File: src/rtl/sp_req_arbiter.sv
// sp_req_arbiter
//   Merges scratchpad requests from the MLS and GEMM functional units into
//   the single scratchpad request FIFO. Each source has a one-entry holding
//   register; held packets are arbitrated round-robin, stalled by FIFO
//   backpressure, and speculative entries are dropped on flush.
//
// Ports
//   CLK, nRST                 clock (rising edge), async active-low reset
//   mls_valid / mls_ready     MLS handshake
//   mls_ls_in                 01 load, 10 store, 00/11 dropped
//   mls_rd_in, mls_rs_in,
//   mls_imm_in, mls_spec      MLS request fields
//   gemm_valid / gemm_ready   GEMM handshake
//   gemm_new_weight_in,
//   gemm_rs{1,2,3}_in,
//   gemm_rd_in, gemm_spec     GEMM request fields
//   flush                     drop all speculative work
//   sp_full                   FIFO full
//   sp_wen, sp_wdata          FIFO push and packet
//   busy                      any holding register occupied
module sp_req_arbiter #(
  parameter int unsigned MAT_W  = 4,
  parameter int unsigned ADDR_W = 32,
  parameter int unsigned PKT_W  = 2 + MAT_W + ADDR_W
) (
  input  logic              CLK,
  input  logic              nRST,
  input  logic              mls_valid,
  output logic              mls_ready,
  input  logic [1:0]        mls_ls_in,
  input  logic [MAT_W-1:0]  mls_rd_in,
  input  logic [ADDR_W-1:0] mls_rs_in,
  input  logic [ADDR_W-1:0] mls_imm_in,
  input  logic              mls_spec,
  input  logic              gemm_valid,
  output logic              gemm_ready,
  input  logic              gemm_new_weight_in,
  input  logic [MAT_W-1:0]  gemm_rs1_in,
  input  logic [MAT_W-1:0]  gemm_rs2_in,
  input  logic [MAT_W-1:0]  gemm_rs3_in,
  input  logic [MAT_W-1:0]  gemm_rd_in,
  input  logic              gemm_spec,
  input  logic              flush,
  input  logic              sp_full,
  output logic              sp_wen,
  output logic [PKT_W-1:0]  sp_wdata,
  output logic              busy
);

  // Zero padding between the weight-reload bit and the four register fields.
  localparam int unsigned GPAD = PKT_W - 3 - 4 * MAT_W;

  typedef enum logic {LAST_MLS, LAST_GEMM} rr_t;

  rr_t               last_q;
  logic              hold_mls_valid, hold_mls_spec;
  logic              hold_gemm_valid, hold_gemm_spec;
  logic [PKT_W-1:0]  hold_mls_pkt, hold_gemm_pkt;

  logic [ADDR_W-1:0] mls_addr;
  logic [PKT_W-1:0]  mls_pkt, gemm_pkt;
  logic              elig_mls, elig_gemm;
  logic              grant_mls, grant_gemm;
  logic              clr_mls, clr_gemm;
  logic              load_mls, load_gemm;

  assign mls_addr = mls_rs_in + mls_imm_in;
  assign mls_pkt  = {mls_ls_in, mls_rd_in, mls_addr};
  assign gemm_pkt = {2'b11, gemm_new_weight_in, {GPAD{1'b0}},
                     gemm_rs1_in, gemm_rs2_in, gemm_rs3_in, gemm_rd_in};

  // Entries killed by this cycle's flush.
  assign clr_mls  = flush && hold_mls_valid  && hold_mls_spec;
  assign clr_gemm = flush && hold_gemm_valid && hold_gemm_spec;

  assign elig_mls  = hold_mls_valid  && !clr_mls;
  assign elig_gemm = hold_gemm_valid && !clr_gemm;

  always_comb begin
    grant_mls  = 1'b0;
    grant_gemm = 1'b0;
    if (!sp_full) begin
      if (elig_mls && elig_gemm) begin
        grant_mls  = (last_q == LAST_GEMM);
        grant_gemm = (last_q == LAST_MLS);
      end else begin
        grant_mls  = elig_mls;
        grant_gemm = elig_gemm;
      end
    end
  end

  assign sp_wen   = grant_mls || grant_gemm;
  assign sp_wdata = grant_mls  ? hold_mls_pkt  :
                    grant_gemm ? hold_gemm_pkt : '0;

  // A register emptied by flush can accept immediately.
  assign mls_ready  = !hold_mls_valid  || grant_mls  || clr_mls;
  assign gemm_ready = !hold_gemm_valid || grant_gemm || clr_gemm;
  assign busy       = hold_mls_valid || hold_gemm_valid;

  // Invalid MLS opcodes and speculative requests arriving during a flush
  // complete the handshake but are never stored.
  assign load_mls  = mls_valid && mls_ready && (^mls_ls_in) && !(flush && mls_spec);
  assign load_gemm = gemm_valid && gemm_ready && !(flush && gemm_spec);

  always_ff @(posedge CLK or negedge nRST) begin
    if (!nRST) begin
      last_q          <= LAST_GEMM;
      hold_mls_valid  <= 1'b0;
      hold_mls_spec   <= 1'b0;
      hold_mls_pkt    <= '0;
      hold_gemm_valid <= 1'b0;
      hold_gemm_spec  <= 1'b0;
      hold_gemm_pkt   <= '0;
    end else begin
      if (grant_mls)
        last_q <= LAST_MLS;
      else if (grant_gemm)
        last_q <= LAST_GEMM;

      if (load_mls) begin
        hold_mls_valid <= 1'b1;
        hold_mls_spec  <= mls_spec;
        hold_mls_pkt   <= mls_pkt;
      end else if (grant_mls || clr_mls) begin
        hold_mls_valid <= 1'b0;
      end

      if (load_gemm) begin
        hold_gemm_valid <= 1'b1;
        hold_gemm_spec  <= gemm_spec;
        hold_gemm_pkt   <= gemm_pkt;
      end else if (grant_gemm || clr_gemm) begin
        hold_gemm_valid <= 1'b0;
      end
    end
  end

endmodule

File: config.mk
export PLATFORM = sky130hd
export DESIGN_NAME = sp_req_arbiter
export DESIGN_NICKNAME = d
export VERILOG_FILES = /design/src/rtl/sp_req_arbiter.sv
export SDC_FILE = /design/constraint.sdc
export NUM_CORES = 1
export LEC_CHECK = 0
export BUFFER_PORTS_ARGS = -buffer_cell sky130_fd_sc_hd__buf_2
export CAP_MARGIN = 5
export CORE_MARGIN = 2
export CORE_UTILIZATION = 50
export DETAILED_ROUTE_END_ITERATION = 6
export PLACE_DENSITY_LB_ADDON = 0.08
export RECOVER_POWER = 50
export SLEW_MARGIN = 20
export SYNTH_ARGS = -nofsm -noshare
export SYNTH_HDL_FRONTEND = slang
export SYNTH_SLANG_ARGS = --single-unit
File: constraint.sdc
create_clock -name CLK -period 2.73 [get_ports CLK]
set_input_delay 0.546 -clock CLK [delete_from_list [all_inputs] [get_ports CLK]]
set_output_delay 0.546 -clock CLK [all_outputs]
set_load 0.01 [all_outputs]
Yosys cells after proc, flatten, opt, wreduce, memory -nomap -nowiden
Cells that the tools add are included.
{"block": "word_totals", "ram_bits": 0, "regBits": 61, "n_memories": 0, "latch_bits": 0, "word_cells": 53, "romBits": 0}
{"block": "classes", "magnitude_cmp": 0, "eq_ne": 0, "n_div": 0, "n_bitwise": 1, "shift": 0, "n_reduce_logical": 32, "n_mul": 0, "addsub": 1, "n_mux": 12}
{"cell": "$mux 38", "count": 2}
{"cell": "$add 32x32->32", "count": 1}
{"cell": "$logic_and 1x1->1", "count": 14}
{"cell": "$mux 1", "count": 10}
{"cell": "$logic_or 1x1->1", "count": 8}
{"cell": "$logic_not 1->1", "count": 6}
{"cell": "$reduce_bool 2->1", "count": 3}
{"cell": "$reduce_xor 2->1", "count": 1}
{"cell": "$not 1->1", "count": 1}

Longest topological paths before layout
{"block": "logic_depth", "depth_word": 13, "ltp_mapped": 9, "depth_no_buf": 9}

Worst setup path before layout
No wires, ideal clock.
{"block": "synth_timing", "path_kind": "in2reg", "start": "in mls_rs_in[0]", "end": "reg hold_mls_pkt[22]", "path_slack_ns": 0.156, "required_time_ns": 2.599, "cell_stages": 9, "arrival_ns": 2.443, "path_cell_list": "ha_1 > fa_1 > a21o_1 > a221oi_1 > or2_0 > a21oi_1 > a21boi_1 > xor2_1 > o21ai_1"}
{"block": "synth_between", "elab_chain_len": 1}
{"element": "start, declared", "line": "32", "rtl": "input logic [ADDR_W-1:0] mls_rs_in,"}
{"element": "$add 32x32->32", "line": "67", "rtl": "assign mls_addr = mls_rs_in + mls_imm_in;"}
{"element": "end signal, assigned", "line": "125", "rtl": "hold_mls_pkt <= mls_pkt;"}
{"element": "end, declared", "line": "58", "rtl": "logic [PKT_W-1:0] hold_mls_pkt, hold_gemm_pkt;"}
Every way passes these cells.
A chain may end at the register's enable or synchronous reset.

Worst setup path in the final report
Same ends and word-level chain as after synthesis.

==> results_dict.tcl <==
set metrics [dict create \
    rows 33 \
    start_util_pct 51.8 \
    clkLatencyLatePin_ns 0.33 \
    required_ns 2.94 \
    core_mm2 0.00826 \
    violations "capacitance limit, slew limit" \
    reg2reg_slack_ns 0.38 \
    whs_path_depth 3 \
    synth_top_family_by_area "compound AO/OA/AOI/OAI gates" \
    synth_edf_count 0 \
    period_minus_slack_ns 2.49 \
    slew_violations 52 \
    p_leak_uw 0.00274 \
    yosysWarningCount 0 \
    synth_cell_types 58 \
    hpwlAfterDp_um 8640 \
    hold_path_startpoint "mls_rd_in[1]" \
    cts_tree "built" \
    syn-cell-area_mm2 0.00428 \
    cp-start-kind "input port" \
    n_antenna_cell 0 \
    area_delta_synth_final_pct 26.9 \
    status "finished, violations left" \
    overflow 0 \
    max-cap-violations 1 \
    drc 0 \
    ctsHoldBuffers 0 \
    synthXorXnorAreaFrac_pct 5.53 \
    r2r_start "hold_gemm_spec$_DFFE_PN0P_" \
    rsz0062_at_grt "no" \
    cts_setup_buffers 0 \
    h-tree-depth 3 \
    p_per_area_mw_per_mm2 611 \
    end_kind "flop" \
    grt_pass1_wl_um 17700 \
    ys.flop_type "dfrtp_1" \
    period_share_pct 91.1 \
    synthArstFlopShare_pct 100 \
    drive_gt1_share_pct 30.8 \
    synthMuxAreaShare_pct 4.71 \
    finalClockSkew_ns 0.00480 \
    whs_endpoint "hold_mls_pkt[33]$_DFFE_PN0P_" \
    placed_area_mm2 0.00525 \
    clk_pin_slew_ns 0.07 \
    setup_viol 0 \
    wl_um 10800 \
    nNetsFinal 764 \
    cts_resized 0 \
    maxSlewHeadroom_pct -0.138 \
    ff2ff_path_depth 6 \
    track_usage_pct 24.0 \
    grt_max_degree 62 \
    die_y_um 96.5 \
    synth-compound-area-share_pct 23.2 \
    ant_nets 0 \
    antenna_found_initial 0 \
    critPathKind "in -> reg" \
    syn_inst 482 \
    gp_congestion 0.926 \
    ys_seq_area_share_pct 35.7 \
    cts_buffer_depth 2 \
    synth_fa_ha_area_share_pct 9.53 \
    syn_area_per_cell_um2 8.88 \
    via_count 4157 \
    drtPass1Iterations 4 \
    cts_buffers 9 \
    wl_per_cell_um 14.5 \
    die_x_um 96.5 \
    portBuffers 136 \
    max_freq_ghz 0.402 \
    cts_sinks 61 \
    grt_pass1_vias 3866 \
    irDropWorstVdd_v 0.000279 \
    holdWs_ns 0.413 \
    ys_seq_elements 61 \
    io_pins 137 \
    cp.arrival_ns 2.70 \
    r2r_end "hold_mls_pkt[12]$_DFFE_PN0P_" \
    design_area_mm2 0.00543 \
    via_per_inst 5.56 \
    synthesis.nets 609 \
    min_path_type "in -> reg" \
    die_area_mm2 0.00931 \
    worst_pin_slew_ns 1.50 \
    fillers 738 \
    drt_iter0_drc 152 \
    hold_viol 0 \
    cts-root-buf "clkbuf_8" \
    cp_max_fo 4 \
    synthSimpleGateAreaFrac_pct 18.8 \
]
[layout make-up]
| class | instances | area, um2 | share of cell area [%] |
|---|---|---|---|
| clock buffers | 12 | 155 | 2.86 |
| clock inverters | 4 | 47.5 | 0.876 |
| inverters | 1 | 3.75 | 0.0691 |
| multi-input cells | 395 | 2650 | 48.8 |
| flip-flops and latches | 61 | 1530 | 28.1 |
| well taps | 105 | 131 | 2.42 |
| repair buffers | 169 | 917 | 16.9 |
[flip-flops by register name, summed over array words and instances, names as in the netlist]
register	count
last_q	1
hold_gemm_valid	1
hold_gemm_spec	1
hold_mls_spec	1
hold_mls_valid	1
hold_mls_pkt	38
hold_gemm_pkt	18
[worst max path at each step]
stage	startpoint	slack (ns)	end	depth (start not counted)
after global routing	mls_rs_in[0]	0.03	hold_mls_pkt[22]$_DFFE_PN0P_	11
after global placement	mls_rs_in[0]	-0.05	hold_mls_pkt[22]$_DFFE_PN0P_	11
after CTS	mls_rs_in[0]	0.24	hold_mls_pkt[22]$_DFFE_PN0P_	11
final	mls_rs_in[0]	0.24	hold_mls_pkt[22]$_DFFE_PN0P_	11
after floorplan	mls_rs_in[0]	0.16	hold_mls_pkt[22]$_DFFE_PN0P_	9
after detailed placement	mls_rs_in[0]	-0.11	hold_mls_pkt[22]$_DFFE_PN0P_	11
[routing by layer]
layer	up-vias	track usage [%]	share of wire (%)
met5	-	0	0
met4	0	6.46	1.1
met3	12	3.65	5.9
met2	158	39.9	47
met1	1929	32.7	46
li1	2058	-	-
[power by group]
group,leakage [uW],total (uW),switching [uW],internal (uW)
clock network,0.000102,806,337,469
registers,0.000735,1350,154,1190
logic,0.00191,1160,623,542
[cells in the final DEF, fill, tap and decap left out, types with 3 or more instances in the layout]
cell | netlist | routed
ha_1 | 31 | 31
o21ai_1 | 10 | 9
nor2_1 | 20 | 20
a22o_1 | 19 | 19
xor2_1 | 11 | 11
mux2_1 | 8 | 8
buf_4 | 1 | 30
a211o_1 | 3 | 3
nand2b_1 | 6 | 6
nand3_1 | 9 | 9
clkbuf_1 | 17 | 4
nor3_1 | 4 | 3
o21ai_0 | 36 | 37
a21oi_1 | 34 | 34
mux2_2 | 9 | 9
xnor2_1 | 16 | 16
nand4_1 | 12 | 12
and2_1 | 22 | 21
buf_2 | 6 | 134
dfrtp_1 | 60 | 60
clkbuf_8 | 0 | 11
and3_1 | 4 | 4
or2_2 | 3 | 3
a31oi_1 | 6 | 6
nand2_1 | 69 | 69
a21o_1 | 19 | 19
o31ai_1 | 4 | 4
o21a_1 | 5 | 5
[critical path, cell delays in order]
cell and delay [ns]:
buf_2 0.10, ha_1 0.22, fa_1 0.41, a21o_1 0.23
a221oi_1 0.26, buf_4 0.18, or2_0 0.11, a21oi_1 0.13
a21boi_1 0.28, xor2_1 0.17, o21ai_1 0.07
[cells in the mapped netlist, types with 8 or more instances]
cell       n  area share (%)
a21oi_1   34             4.0
o21ai_1   10             1.2
xor2_1    11             2.3
o21ai_0   36             4.2
mux2_1     8             2.1
nand2_1   69             6.1
nor2_1    20             1.8
mux2_2     9             2.4
dfrtp_1   60              35
ha_1      31             9.1
clkbuf_1  17             1.5
a21o_1    19             3.3
nand3_1    9             1.1
xnor2_1   16             3.3
a22o_1    19             3.9
nand4_1   12             1.8
and2_1    22             3.2
[metrics by stage]
stage / total power (uW) / setup slack, ns / utilization [%] / setup TNS, ns / cells
5_1_grt: 3550 / 0.0268 / 65.8 / 0 / 747
2_1_floorplan: 2080 / 0.156 / - / 0 / 482
6_report: 3320 / 0.242 / 65.8 / 0 / 747
4_1_cts: 3350 / 0.238 / 66.1 / 0 / 747
3_3_place_gp: 2500 / -0.0453 / 63.6 / -0.0585 / 731
3_5_place_dp: 2540 / -0.112 / 63.6 / -0.418 / 731
[kinds of logic after synthesis]
kind of cell,count (synthesis)
AO/OA/AOI/OAI,154
XOR/XNOR,27
adder cells (fa/ha/maj),32
buffers and inverters,26
flip-flops,61
multiplexers,18
AND/OR/NAND/NOR,164
(Power assumes the default switching activity.)
